===== config.mk =====
export PLATFORM = sky130hd
export DESIGN_NAME = csr_exec
export DESIGN_NICKNAME = d
export VERILOG_FILES = /design/src/rtl/csr_exec.sv
export SDC_FILE = /design/constraint.sdc
export NUM_CORES = 1
export LEC_CHECK = 0
export CAP_MARGIN = 20
export CORE_ASPECT_RATIO = 1.2
export CORE_MARGIN = 2
export CORE_UTILIZATION = 30
export DETAILED_ROUTE_END_ITERATION = 12
export DONT_BUFFER_PORTS = 1
export HOLD_SLACK_MARGIN = 0.1
export PLACE_DENSITY = 0.5
export SYNTH_ARGS = -nofsm -noshare
export SYNTH_HDL_FRONTEND = slang
export SYNTH_SLANG_ARGS = --single-unit

===== constraint.sdc =====
create_clock -name clk -period 1.65 [get_ports clk]
set_input_delay 0.165 -clock clk [delete_from_list [all_inputs] [get_ports clk]]
set_output_delay 0.165 -clock clk [all_outputs]
set_load 0.01 [all_outputs]

===== src/rtl/csr_exec.sv =====
// ---------------------------------------------------------------------------
// csr_exec
//
// Sequencer for Zicsr instructions (CSRRW/CSRRS/CSRRC and immediate forms).
// It accepts one decoded CSR request per handshake and reads the old CSR value
// through the regfile's combinational read port. It then drives one cycle of
// write pulses to the CSR write port and the rd write port, or flags the
// access as illegal and writes nothing.
//
// Timing: handshake at edge T, READ in cycle T+1, WRITE/done in cycle T+2,
// ready again in cycle T+3.
//
// Ports
//   clk, rst          clock, synchronous active-high reset
//   req_valid_i       request valid (held by requester until accepted)
//   req_ready_o       high only in IDLE while not in reset
//   req_op_i          01=RW, 10=RS, 11=RC, 00=illegal
//   req_imm_i         1: source is zimm, 0: source is rs1 data
//   req_csr_addr_i    target CSR address
//   req_rs1_i         rs1 index (source-zero check)
//   req_rs1_data_i    rs1 value
//   req_zimm_i        5-bit immediate, zero-extended
//   req_rd_i          destination GPR index
//   csr_raddr_o       CSR read address
//   csr_rdata_i       CSR read data, combinational from csr_raddr_o
//   csr_waddr_o       CSR write address, NOP_CSR_ADDR when no write
//   csr_wdata_o       CSR write data
//   rd_waddr_o        GPR write index, 0 = no write
//   rd_wdata_o        GPR write data (old CSR value)
//   done_o            one-cycle completion pulse
//   illegal_o         one-cycle illegal flag, coincident with done_o
// ---------------------------------------------------------------------------
module csr_exec #(
    parameter int                DATA_W       = 32,
    parameter int                CSR_AW       = 12,
    parameter int                REG_AW       = 5,
    parameter logic [CSR_AW-1:0] NOP_CSR_ADDR = 12'hFFF
) (
    input  logic              clk,
    input  logic              rst,
    input  logic              req_valid_i,
    output logic              req_ready_o,
    input  logic [1:0]        req_op_i,
    input  logic              req_imm_i,
    input  logic [CSR_AW-1:0] req_csr_addr_i,
    input  logic [REG_AW-1:0] req_rs1_i,
    input  logic [DATA_W-1:0] req_rs1_data_i,
    input  logic [4:0]        req_zimm_i,
    input  logic [REG_AW-1:0] req_rd_i,
    output logic [CSR_AW-1:0] csr_raddr_o,
    input  logic [DATA_W-1:0] csr_rdata_i,
    output logic [CSR_AW-1:0] csr_waddr_o,
    output logic [DATA_W-1:0] csr_wdata_o,
    output logic [REG_AW-1:0] rd_waddr_o,
    output logic [DATA_W-1:0] rd_wdata_o,
    output logic              done_o,
    output logic              illegal_o
);

    localparam logic [1:0] OP_RW = 2'b01;
    localparam logic [1:0] OP_RS = 2'b10;
    localparam logic [1:0] OP_RC = 2'b11;

    typedef enum logic [1:0] {
        S_IDLE  = 2'd0,
        S_READ  = 2'd1,
        S_WRITE = 2'd2
    } state_t;

    state_t state_q;
    state_t state_d;

    // Latched request fields; the requester may change its inputs freely
    // once the handshake has happened.
    logic [1:0]        op_q;
    logic              imm_q;
    logic [CSR_AW-1:0] addr_q;
    logic [REG_AW-1:0] rs1_q;
    logic [DATA_W-1:0] rs1_data_q;
    logic [4:0]        zimm_q;
    logic [REG_AW-1:0] rd_q;

    logic              accept;
    logic [DATA_W-1:0] src;
    logic [DATA_W-1:0] new_val;
    logic              src_zero;
    logic              do_wr;
    logic              read_only;
    logic              illegal;

    assign req_ready_o = (state_q == S_IDLE) && !rst;
    assign accept      = req_valid_i && req_ready_o;

    // The read address comes straight from the latched address so the
    // regfile's combinational read data is stable during READ.
    assign csr_raddr_o = addr_q;

    // State register.
    always_ff @(posedge clk) begin
        if (rst) begin
            state_q <= S_IDLE;
        end else begin
            state_q <= state_d;
        end
    end

    // Next-state logic: IDLE waits for a handshake, READ and WRITE last
    // exactly one cycle each.
    always_comb begin
        state_d = state_q;
        case (state_q)
            S_IDLE:  if (accept) state_d = S_READ;
            S_READ:  state_d = S_WRITE;
            S_WRITE: state_d = S_IDLE;
            default: state_d = S_IDLE;
        endcase
    end

    // Capture the request on the handshake edge.
    always_ff @(posedge clk) begin
        if (rst) begin
            op_q       <= 2'b00;
            imm_q      <= 1'b0;
            addr_q     <= '0;
            rs1_q      <= '0;
            rs1_data_q <= '0;
            zimm_q     <= '0;
            rd_q       <= '0;
        end else if (accept) begin
            op_q       <= req_op_i;
            imm_q      <= req_imm_i;
            addr_q     <= req_csr_addr_i;
            rs1_q      <= req_rs1_i;
            rs1_data_q <= req_rs1_data_i;
            zimm_q     <= req_zimm_i;
            rd_q       <= req_rd_i;
        end
    end

    // Read-modify-write datapath, evaluated during READ against the live
    // CSR read data. A zero source on RS/RC suppresses the CSR write, which
    // is what lets a read-only CSR be read without trapping.
    always_comb begin
        src       = imm_q ? {{(DATA_W-5){1'b0}}, zimm_q} : rs1_data_q;
        src_zero  = imm_q ? (zimm_q == 5'd0) : (rs1_q == '0);
        do_wr     = (op_q == OP_RW) || !src_zero;
        read_only = (addr_q[CSR_AW-1 -: 2] == 2'b11);
        illegal   = (op_q == 2'b00) || (do_wr && read_only);
        new_val   = src;
        case (op_q)
            OP_RW:   new_val = src;
            OP_RS:   new_val = csr_rdata_i | src;
            OP_RC:   new_val = csr_rdata_i & ~src;
            default: new_val = src;
        endcase
    end

    // Output registers: loaded on the edge leaving READ so they are visible
    // for exactly the WRITE cycle, and returned to idle values on every other
    // edge. Reset while in READ therefore never produces a write pulse, and
    // reset during WRITE leaves that cycle's write intact.
    always_ff @(posedge clk) begin
        if (rst || state_q != S_READ) begin
            csr_waddr_o <= NOP_CSR_ADDR;
            csr_wdata_o <= '0;
            rd_waddr_o  <= '0;
            rd_wdata_o  <= '0;
            done_o      <= 1'b0;
            illegal_o   <= 1'b0;
        end else begin
            done_o    <= 1'b1;
            illegal_o <= illegal;
            if (!illegal && do_wr) begin
                csr_waddr_o <= addr_q;
                csr_wdata_o <= new_val;
            end else begin
                csr_waddr_o <= NOP_CSR_ADDR;
                csr_wdata_o <= '0;
            end
            if (!illegal) begin
                rd_waddr_o <= rd_q;
                rd_wdata_o <= csr_rdata_i;
            end else begin
                rd_waddr_o <= '0;
                rd_wdata_o <= '0;
            end
        end
    end

endmodule

Word-level counts from Yosys, hierarchy flattened

Index checks and enable logic that the tools add are counted.

Multiplexer cells: 6
Reduce and logical (&&, ||, !) cells: 16
Bitwise logic cells: 4
Equal/unequal tests: 7

Operators with widths:

| cell                                                                    | number |
|---|---|
| 32-bit case mux with 2 select lines                                     | 1 |
| 32-bit AND                                                              | 1 |
| 32-bit two-way mux                                                      | 1 |
| 32-bit inverter                                                         | 1 |
| 32-bit bitwise OR                                                       | 1 |
| 5-bit zero test                                                         | 2 |
| 2-bit == test, second input constant                                    | 3 |
| 2-bit by 1-bit == test with 1-bit output, second input constant         | 2 |
| 1-bit logical AND                                                       | 4 |
| 2-bit zero test                                                         | 2 |
| 2-bit case mux with 2 select lines                                      | 1 |
| 2-bit OR reduction                                                      | 2 |
| 1-bit zero test                                                         | 3 |
| 1-bit logical OR                                                        | 3 |
| 1-bit two-way mux                                                       | 2 |
| 2-bit two-way mux                                                       | 1 |
| 2-bit by 1-bit inequality test with 1-bit output, second input constant | 1 |
| 2-bit inequality test, second input constant                            | 1 |
| 1-bit inverter                                                          | 1 |

Register bits: 147
Output and inout port bits: 96
Input port bits: 97

Longest topological paths before layout

Gate-level depths: netlist (run 1).

Depth in word-level cells: 10
Depth in mapped cells: 7

Worst setup path before layout (run 1)

Ideal clock, no wire load.

Path type: register to register
From: register imm_q
To: register csr_waddr_o[4]
Library setup time: 0.134 ns
Buffers on the path: 3
Arrival: 1.355 ns
Cell stages (with the launch flop): 7
Slack: 0.161 ns
Cells stage by stage: dfxtp_1 -> buf_4 -> nor2_1 -> and3_1 -> clkbuf_1 -> buf_2 -> or4_1

Cells in the longest elaborated chain, start to end: 9

RTL lines:

| what                             | line | source |
|---|---|---|
| from (decl)                      | 76   | `logic imm_q;` |
| from (signal assigned)           | 131  | `imm_q <= req_imm_i;` |
| 1-bit two-way mux (*)            | 145  | `src_zero = imm_q ? (zimm_q == 5'd0) : (rs1_q == '0);` |
| 1-bit zero test (*)              | 146  | `do_wr = (op_q == OP_RW) \|\| !src_zero;` |
| 1-bit logical OR (*)             | 146  |  |
| 1-bit logical AND                | 148  | `illegal = (op_q == 2'b00) \|\| (do_wr && read_only);` |
| 1-bit logical OR                 | 148  |  |
| 1-bit zero test                  | -    |  |
| 1-bit logical AND (*)            | 173  | `if (!illegal && do_wr) begin` |
| 1-bit inverter (no line) (*)     | -    |  |
| 2-bit OR reduction (no line) (*) | -    |  |
| to (signal assigned)             | 174  | `csr_waddr_o <= addr_q;` |
| to (decl)                        | 52   | `output logic [CSR_AW-1:0] csr_waddr_o,` |

Every way passes the cells marked *; elsewhere a longest branch is shown, timed or not.
A chain may end at the register's enable or synchronous reset.

Worst setup path in the final report (run 1)

From: register state_q[1]
To: register csr_waddr_o[3]

Cells in the longest elaborated chain, start to end: 3

RTL lines:

| what                                             | line | source |
|---|---|---|
| from (decl)                                      | 70   | `state_t state_q;` |
| from (signal assigned)                           | 103  | `state_q <= state_d;` |
| 2-bit by 1-bit inequality test with 1-bit output | 163  | `if (rst \|\| state_q != S_READ) begin` |
| 1-bit logical OR                                 | 163  |  |
| 2-bit OR reduction (no line)                     | -    |  |

Every way passes these cells.

==> results of run 1 <==
[cells in the mapped netlist (2+ instances only)]
cell type / count / area (um2)
nand2_1: 189 / 709.4
dfxtp_1: 147 / 2943
a21oi_1: 62 / 310.3
a31oi_1: 37 / 231.5
clkbuf_1: 31 / 116.4
mux2_2: 27 / 304.0
nand2b_1: 27 / 168.9
nor4_1: 21 / 131.4
buf_2: 13 / 65.06
or4_1: 10 / 75.07
nor4_2: 8 / 100.1
buf_1: 6 / 22.52
buf_6: 6 / 67.56
nand3_1: 6 / 30.03
buf_4: 5 / 37.54
mux2i_1: 5 / 50.05
or2_2: 5 / 31.28
a2111oi_0: 4 / 35.03
nor2_1: 4 / 15.01
nand4_1: 2 / 12.51
[worst min path at each step]
stage                    from              to  slack [ns]  depth (start not counted)
2_1_floorplan  csr_rdata_i[0]   rd_wdata_o[0]        0.28                          2
4_1_cts                   rst          done_o        0.14                          2
5_1_grt                   rst          done_o        0.15                          2
6_report                  rst          done_o        0.16                          2
3_5_place_dp              rst  rs1_data_q[16]        0.25                          1
3_3_place_gp              rst  rs1_data_q[17]        0.24                          1
[power breakdown]
part           total [mW]  switching, mW  internal, mW
clock network        3.97           1.59          2.38
logic               0.710          0.356         0.355
registers            3.71         0.0722          3.64
total                8.39           2.01          6.37
[layout make-up]
cell class | instances | share of cell area, %
diodes | 1 | 0.03337
clock inverters | 12 | 1.902
flip-flops and latches | 147 | 39.31
well taps | 224 | 3.738
clock buffers | 20 | 6.224
multi-input cells | 419 | 31.35
repair buffers | 122 | 17.32
inverters | 1 | 0.1168
[cell families after synthesis]
kind of cell,count (synthesis),share of synthesized area [%]
DFF,147,52.90
and+or+nand+nor,282,24.38
AOI/OAI and AO/OA,105,10.64
muxes,32,6.365
buffers and inverters,62,5.713
[per-stage QoR]
stage                     cell area (um2)  setup TNS (ns)
after floorplan                      5563               0
after global placement               5873        -0.01920
after detailed placement             5873         -0.1849
after CTS                            7466               0
after global routing                 7498         -0.1882
final                                7498               0
[sequential cells by signal, summed over array words and instances, names as in the netlist, 2 cells and up]
name,flops
rd_wdata_o,32
op_q,2
rs1_q,5
rd_waddr_o,5
csr_wdata_o,32
rs1_data_q,32
csr_raddr_o,12
csr_waddr_o,12
rd_q,5
zimm_q,5
state_q,2
[layout by cell type (no fill, tap or decap), types with 2 or more instances in the layout]
cell,count
dfxtp_1,145
or2_2,5
mux2i_1,5
bufinv_16,2
nand2_1,189
or4_1,10
nor2_1,4
mux2_2,27
buf_12,10
clkinv_2,2
nand4_1,2
nand3_1,5
a2111oi_1,2
nor4_2,9
inv_6,4
dlygate4sd3_1,95
a21oi_1,62
buf_4,16
clkinv_4,4
clkbuf_16,17
a2111oi_2,2
clkbuf_8,3
nor4_1,20
nand2b_1,27
a31oi_1,37
[routing by layer]
metal | GRT usage [%] | vias to the layer above | wire [um]
met2 | 30.90 | 139 | 8815
met5 | 0 | - | 13
met1 | 20.41 | 2250 | 7162
met3 | 5.705 | 20 | 1029
met4 | 5.599 | 2 | 225
li1 | - | 2310 | -
[timing repair]
action                                  4_1_cts  5_1_grt
endpoints found under the setup margin       13       53
gates resized for setup                       2        7
endpoints found under the hold margin       127        0
setup buffers                                 0        1
pin swaps                                     0        2
hold buffers                                 96        0
==> metrics, run 1 <==
Routed Antenna Nets=0; first-pass GRT wire length=between 20,000 and 30,000 um; async set-reset flop share out of synthesis=0%; clk root buf=clkbuf_16; 1st-iter DRT viols=roughly 290; routability cong.=between 0.7 and 0.8; Final Power=approximately 8.4 mW; grt total ovfl=0; cells along the critical path=buf_4 > nor3b_4 > nand3b_1 > buf_12 > or4_1; Seq cells post-synth=about 150; Critical Path RT=approximately 1.9 ns; Die W=128.3 um; Yosys cell types=33; Syn-to-layout area delta=34.80%; Post-Syn Area per Cell=8.858 um2; DIE HEIGHT=153.2 um; RSZ-0062 raised after global routing=true; CP arrival=1.87 ns; max-cap violations=0; initial antenna violation count=2; Setup Skew=between 0.008 and 0.009 ns; htree depth=4; Clock Sinks=between 100 and 150; clock transition at the registers of the reported paths=0.06 ns; register area=between 2000 and 3000 um2; Final setup viols=0; die area=about 20,000 um2; critical register-to-register path endpoint=csr_waddr_o[3]; vias in the first global route=between 4,000 and 5,000; worst flop-to-flop path startpoint=state_q[1]; register area share after synthesis=a little over half; Syn Inst Count=around 630; CP max stage delay=0.42 ns; Setup crit start=state_q[1]; flop2flop setup slack=~0.070 ns; drt via density=around 5; power density cells=1118 nW/um2; placed cell count=a little over 800; port bufs=0; WHS=about 0.16 ns; Skew-Pair Late Insertion Delay=around 0.42 ns; wire per inst=18.23 um; worst path bufs/invs=2; Post-synth EDFFs=0; run status=finished, final reports clean; final core occ=~41%; Starting Density=a little under a third; post-layout min period=1.580 ns; headroom to the max-slew limit=between 30% and 40%; number of iterations in the first detailed-routing pass=4; I/O pin cnt=around 190; Slew @ Worst Pin=around 1.0 ns; Pins Over Slew Limit=0; CTS tree=yes; fillcell total=1,772; final worst-path setup slack=0.07002 ns; Num CTS Buffers=17; Synth Cell Area=roughly 5600 um2; Worst path depth=5; layout cell share with drive strength beyond 1=15.40%; largest net degree at the start of global routing=64; row cnt=54; Setup CP Type=reg2reg; DR DRC count=0; # nets final=roughly 800; total track usage=17.72%; routed vias=~4,700; worst-path maximum fanout=27; CP Capture Type=register; Max Fclk=632.9 MHz; Routed Wire Length=between 15,000 and 20,000 um; fin crit share=about 96%; Worst setup endpoint=csr_waddr_o[3]; leakage power=2.526 nW; Worst Hold Class=in2reg; syn_nets=between 700 and 800; Peak VDD IR=0.6563 mV; reg2reg path depth=5; core area=18,170 um2; final hold vios=0; Clock Tree Buf Depth=2; Setup crit start kind=register; Top Family by Delay on Critical Path=simple AND/OR/NAND/NOR gates; Cell Count, Final, Fillers Out=946; slowest CP cell=or4_1; Setup WS pre-CTS=-0.03412 ns; ys flop type=dfxtp_1; yosys warns=0; Multi-input gate area=around 2400 um2; DP HPWL=11,510 um
Power figures use the tool's default switching activity.
==> inputs of run 2 (changes only) <==
--- a/config.mk
+++ b/config.mk
@@ -6,7 +6,7 @@
 export NUM_CORES = 1
 export LEC_CHECK = 0
 export CAP_MARGIN = 20
-export CORE_ASPECT_RATIO = 1.2
+export CORE_ASPECT_RATIO = 0.75
 export CORE_MARGIN = 2
 export CORE_UTILIZATION = 30
 export DETAILED_ROUTE_END_ITERATION = 12
==> metrics, run 2 (same netlist as run 1, synthesis figures left out) <==
# nets final=818 (+1.6%); Setup CP Type=reg2reg; Slew @ Worst Pin=0.4209 ns (-0.6249 ns); Top Family by Delay on Critical Path=simple AND/OR/NAND/NOR gates; cells along the critical path=nor4_4 > and4b_2 > buf_12 > or4_1; I/O pin cnt=193 (unchanged); run status=finished, final reports clean; DR DRC count=0 (unchanged); Clock Sinks=147 (unchanged); RSZ-0062 raised after global routing=false; Worst Hold Class=in2reg; final hold vios=0 (unchanged); Setup WS pre-CTS=-0.01074 ns (+0.02338 ns); Skew-Pair Late Insertion Delay=0.42 ns (about the same); leakage power=2.569 nW (+1.7%); port bufs=0 (unchanged); Routed Wire Length=18,050 um (+4.6%); Critical Path RT=1.93 ns (about the same); Setup crit start kind=register; 1st-iter DRT viols=374 (+29%); initial antenna violation count=0 (-2); Regs by FF count=csr_wdata_o x32, rd_wdata_o x32, rs1_data_q x32; die area=19,660 um2 (about the same); post-layout min period=1.598 ns (+0.01794 ns); clk root buf=clkbuf_16; slowest CP cell=or4_1; grt total ovfl=0 (unchanged); Die W=161.2 um (+26%); post-CTS setup buffer count=0 (unchanged); wire per inst=18.41 um (+1.0%); final worst-path setup slack=0.05208 ns (-0.01794 ns); Final Power=8.370 mW (-0.19%); DIE HEIGHT=121.9 um (-20%); first-pass GRT wire length=27,120 um (+1.9%); DP HPWL=11,770 um (+2.3%); Syn-to-layout area delta=36.66%; commonest non-fill, non-tap cell in the layout=nand2_1; vias in the first global route=4,831 (-0.60%); Peak VDD IR=0.4396 mV (-33%); routability cong.=0.8334 (+13%); largest net degree at the start of global routing=64 (unchanged); Setup Skew=0.007664 ns (-0.0005632 ns); fillcell total=1,765 (-0.40%); CTS tree=yes; Num CTS Buffers=17 (unchanged); number of iterations in the first detailed-routing pass=5 (+1); CP Capture Type=register; row cnt=43 (-20%); drt via density=4.995 (about the same); clock transition at the registers of the reported paths=0.06 ns (about the same); fin crit share=96.84% (+1.1 points); worst path bufs/invs=1 (-1); total track usage=18.27% (+0.56 points); Fin Setup TNS=0 ns (unchanged); register area=2944 um2 (-0.13%); # diodes=0 (-1); Routed Antenna Nets=0 (unchanged); Final setup viols=0 (unchanged); Starting Density=30.32% (-0.29 points); core area=18,350 um2 (+0.94%); max-cap violations=0 (unchanged); CP arrival=1.88 ns (about the same); Multi-input gate area=2357 um2 (+0.27%); headroom to the max-slew limit=71.21% (+41 points); Pins Over Slew Limit=0 (unchanged); Clock Tree Buf Depth=2 (unchanged); layout cell share with drive strength beyond 1=16.23% (+0.84 points); most frequent cells in the layout=nand2_1 (189), dfxtp_1 (146), dlygate4sd3_1 (94), a21oi_1 (62), a31oi_1 (37); Max Fclk=625.8 MHz (-1.1%); CP max stage delay=0.51 ns (+0.09 ns); worst-path maximum fanout=13 (-52%); power density cells=1101 nW/um2 (-1.6%); routed vias=4,895 (+3.7%); htree depth=4 (unchanged)
-- run 2: cell count changes in the layout (fill, tap and decap cells not counted), moves of 2 or more --
cell and delta:
a2111oi_2 -2, clkbuf_1 +3, buf_6 +2, inv_6 -4, buf_4 +13
-- run 2: worst register-to-register path: stages, from the launching register on --
cell     delay, ns
dfxtp_1       0.45
nor4_4        0.06
and4b_2       0.28
buf_12        0.16
or4_1         0.52
-- run 2: metrics by stage --
| step | cells | hold WS (ns) | utilization (%) | area [um2] |
|---|---|---|---|---|
| after floorplan | 628 | 0.2812 | - | 5563 |
| after global placement | 854 | 0.2414 | 32.71 | 6002 |
| after detailed placement | 854 | 0.2437 | 32.71 | 6002 |
| after CTS | 980 | 0.1016 | 41.30 | 7577 |
| after global routing | 980 | 0.1142 | 41.44 | 7602 |
| final | 980 | 0.1130 | 41.44 | 7602 |
-- run 2: area by class of cell --
class | instances | area share, %
clock buffers | 22 | 6.106
clock inverters | 9 | 1.712
inverters | 1 | 0.1152
multi-input cells | 419 | 31.01
flip-flops and latches | 147 | 38.73
well taps | 247 | 4.065
repair buffers | 135 | 18.27
-- run 2: path summary, 6_finish.rpt --
path              slack [ns]  depth (start not counted)  startpoint             end
hold / removal          0.11                          2         rst  rs1_data_q[15]
setup reg to reg        0.05                          4   zimm_q[3]  csr_waddr_o[1]
hold reg to reg         0.44                          2     rd_q[0]   rd_waddr_o[0]
setup / recovery        0.05                          4   zimm_q[3]  csr_waddr_o[1]
-- run 2: power by group --
group          leakage, nW  total (mW)  switching [mW]  internal, mW
logic                 1.09       0.744           0.371         0.373
clock network        0.290        3.92            1.47          2.45
registers             1.19        3.71          0.0712          3.64
total                 2.57        8.37            1.91          6.46
-- run 2: what timing repair did --
action                                 in CTS  in global routing
endpoints found under the hold margin     127                  0
pin swaps                                   0                  0
resized for setup                           3                  6
setup endpoints to repair                  16                 22
hold buffers                               95                  0
-- run 2: metal layers --
layer,part of all wire [%],track usage (%),vias to the layer above
li1,-,-,2327
met1,44,22.31,2358
met2,48,30.71,193
met3,7.4,5.652,17
met4,1.0,6.417,0
met5,0,0,-
==> inputs of run 3 (changes only) <==
--- a/config.mk
+++ b/config.mk
@@ -8,11 +8,12 @@
 export CAP_MARGIN = 20
 export CORE_ASPECT_RATIO = 0.75
 export CORE_MARGIN = 2
-export CORE_UTILIZATION = 30
+export CORE_UTILIZATION = 62
+export CTS_CLUSTER_DIAMETER = 200
 export DETAILED_ROUTE_END_ITERATION = 12
 export DONT_BUFFER_PORTS = 1
 export HOLD_SLACK_MARGIN = 0.1
-export PLACE_DENSITY = 0.5
+export PLACE_DENSITY = 0.84
 export SYNTH_ARGS = -nofsm -noshare
 export SYNTH_HDL_FRONTEND = slang
 export SYNTH_SLANG_ARGS = --single-unit
==> metrics, run 3 (same netlist as run 1, synthesis figures left out) <==
run status=complete, but fails checks; violated checks=negative setup slack; I/O pin cnt=193 (unchanged); final worst-path setup slack=-0.08041 ns (-0.1325 ns); Routed Antenna Nets=0 (unchanged); grt total ovfl=0 (unchanged); first-pass GRT wire length=22,940 um (-15%); CTS tree=yes; fin crit share=104.9% (+8.0 points); most frequent cells in the layout=nand2_1 (189), dfxtp_1 (146), dlygate4sd3_1 (96), a21oi_1 (62), a31oi_1 (37); clock transition at the registers of the reported paths=0.06 ns (about the same); Min-Delay Startpoint=rst; final hold vios=0 (unchanged); worst flop-to-flop path startpoint=rs1_q[1]; Peak VDD IR=0.9702 mV (+120%); Routed Wire Length=17,900 um (-0.79%); flop2flop setup slack=-0.08 ns (-0.13 ns); critical register-to-register path endpoint=csr_wdata_o[11]; CP Capture Type=register; Die W=113.4 um (-30%); largest net degree at the start of global routing=67 (+4.7%); 1st-iter DRT viols=599 (+60%); Clock Tree Buf Depth=2 (unchanged); slowest CP cell=nor4_1; register area=2944 um2 (unchanged); Clock Sinks=147 (unchanged); commonest non-fill, non-tap cell in the layout=nand2_1; htree depth=4 (unchanged); Skew-Pair Late Insertion Delay=0.41 ns (about the same); headroom to the max-slew limit=55.81% (-15 points); Comb pwr share=9.4% (+0.5 points); post-layout min period=1.730 ns (+0.1325 ns); reg2reg path depth=4 (unchanged); Max Fclk=577.9 MHz (-7.7%); Sw Share=23.94% (+1.1 points); DP HPWL=9603 um (-18%); vias in the first global route=4,691 (-2.9%); DR DRC count=0 (unchanged); Num CTS Buffers=17 (unchanged); Hold Crit Depth=3 (+1); Starting Density=64.69% (+34 points); routability cong.=0.8676 (+4.1%); # diodes=0 (unchanged); power density cells=1089 nW/um2 (-1.1%); WHS=0.1812 ns (+0.06820 ns); routed vias=5,271 (+7.7%); cells along the critical path=nor4_1 > and3_2 > buf_12 > nor4_1; Sequential Power Share=46.6% (+2.3 points); Syn-to-layout area delta=31.44%; port bufs=0 (unchanged); Pins Over Slew Limit=0 (unchanged); Top Family by Delay on Critical Path=simple AND/OR/NAND/NOR gates; Critical Path RT=1.93 ns (about the same); wire per inst=21.42 um (+16%); max-cap violations=0 (unchanged); DIE HEIGHT=86.03 um (-29%); number of iterations in the first detailed-routing pass=5 (unchanged); fillcell total=465 (-74%); Regs by FF count=csr_wdata_o x32, rd_wdata_o x32, rs1_data_q x32; core area=8600 um2 (-53%); die area=9754 um2 (-50%); NetSw=1.906 mW (-0.28%); hold path endpoint=state_q[0]; Design Area, Final=7312 um2 (-3.8%); Setup crit start kind=register; Worst Hold Class=in2reg; clock network fraction of total power=44.0% (-2.8 points); worst-path maximum fanout=30 (+17); row cnt=29 (-33%); Setup CP Type=reg2reg; layout cell share with drive strength beyond 1=15.66% (-0.58 points); Final setup viols=58 (+58); # nets final=813 (-0.61%); Placed Area=5749 um2 (-4.2%); leakage power=2.516 nW (-2.1%); Int Power=6.056 mW (-6.2%); initial antenna violation count=0 (unchanged); RSZ-0062 raised after global routing=true; CP arrival=2.01 ns (+0.13 ns); CP dominant cell by count=nor4_1; drt via density=6.305 (+26%); Slew @ Worst Pin=0.6567 ns (+0.2358 ns); Setup Skew=0.01063 ns (+0.002966 ns); clk root buf=clkbuf_16; CP max stage delay=0.59 ns (+0.08 ns); Multi-input gate area=2357 um2 (unchanged); total track usage=30.57% (+12 points); worst path bufs/invs=1 (unchanged)
[run 3: what timing repair did]
action                                 4_1_cts  5_1_grt
setup buffers                                0        0
pin swaps                                    0        2
endpoints found under the hold margin      127       62
setup endpoints to repair                   15       78
hold buffers                                33       64
resized for setup                            2       11
[run 3: layer usage]
metal / GRT usage (%) / up-vias / wire length (um)
met5: 0 / - / 0
met4: 15.41 / 0 / 559
met3: 7.986 / 50 / 1713
met2: 51.99 / 387 / 9228
met1: 36.05 / 2523 / 6402
li1: - / 2311 / -
[run 3: cell type report]
type | count | area share (%)
inverter | 1 | 0.1198
clock buffer | 21 | 6.023
multi-input combinational | 419 | 32.24
sequential | 147 | 40.26
tap | 108 | 1.848
clock inverter | 10 | 1.198
timing repair buffer | 130 | 18.31
[run 3: power by group through the flow]
stage	registers, mW	clock network [mW]	logic, mW
2_1_floorplan	3.77	0	0.366
3_3_place_gp	3.78	0	0.446
3_5_place_dp	3.78	0	0.464
4_1_cts	3.71	3.51	0.548
5_1_grt	3.72	3.67	0.796
6_report	3.71	3.50	0.747
[run 3: worst max-delay path by stage]
| stage | from | endpoint | slack [ns] | cells past startpoint |
|---|---|---|---|---|
| 3_5_place_dp | state_q[1] | rs1_q[3] | 0.02 | 4 |
| 5_1_grt | rs1_q[0] | rd_wdata_o[12] | -0.13 | 4 |
| 4_1_cts | state_q[1] | zimm_q[2] | 0.006 | 4 |
| 2_1_floorplan | imm_q | csr_waddr_o[4] | 0.16 | 6 |
| 3_3_place_gp | zimm_q[0] | csr_wdata_o[30] | -0.009 | 5 |
| 6_report | rs1_q[1] | csr_wdata_o[11] | -0.08 | 4 |
[run 3: stage by stage]
step	TNS (ns)	util, %	worst slack, ns	std cells	power (mW)
floorplan	0	-	0.1612	628	4.131
global placement	-0.07291	66.86	-0.008792	708	4.222
detailed placement	0	66.86	0.01795	708	4.245
CTS	0	76.92	0.006428	772	7.760
global route	-5.701	85.03	-0.1318	836	8.187
finish	-2.596	85.03	-0.08041	836	7.962
[run 3: worst min-delay path: cells and delay by family]
family | cells | cell delay (ns)
AND/OR/NAND/NOR | 1 | 0.13
buffers and inverters | 2 | 0.24
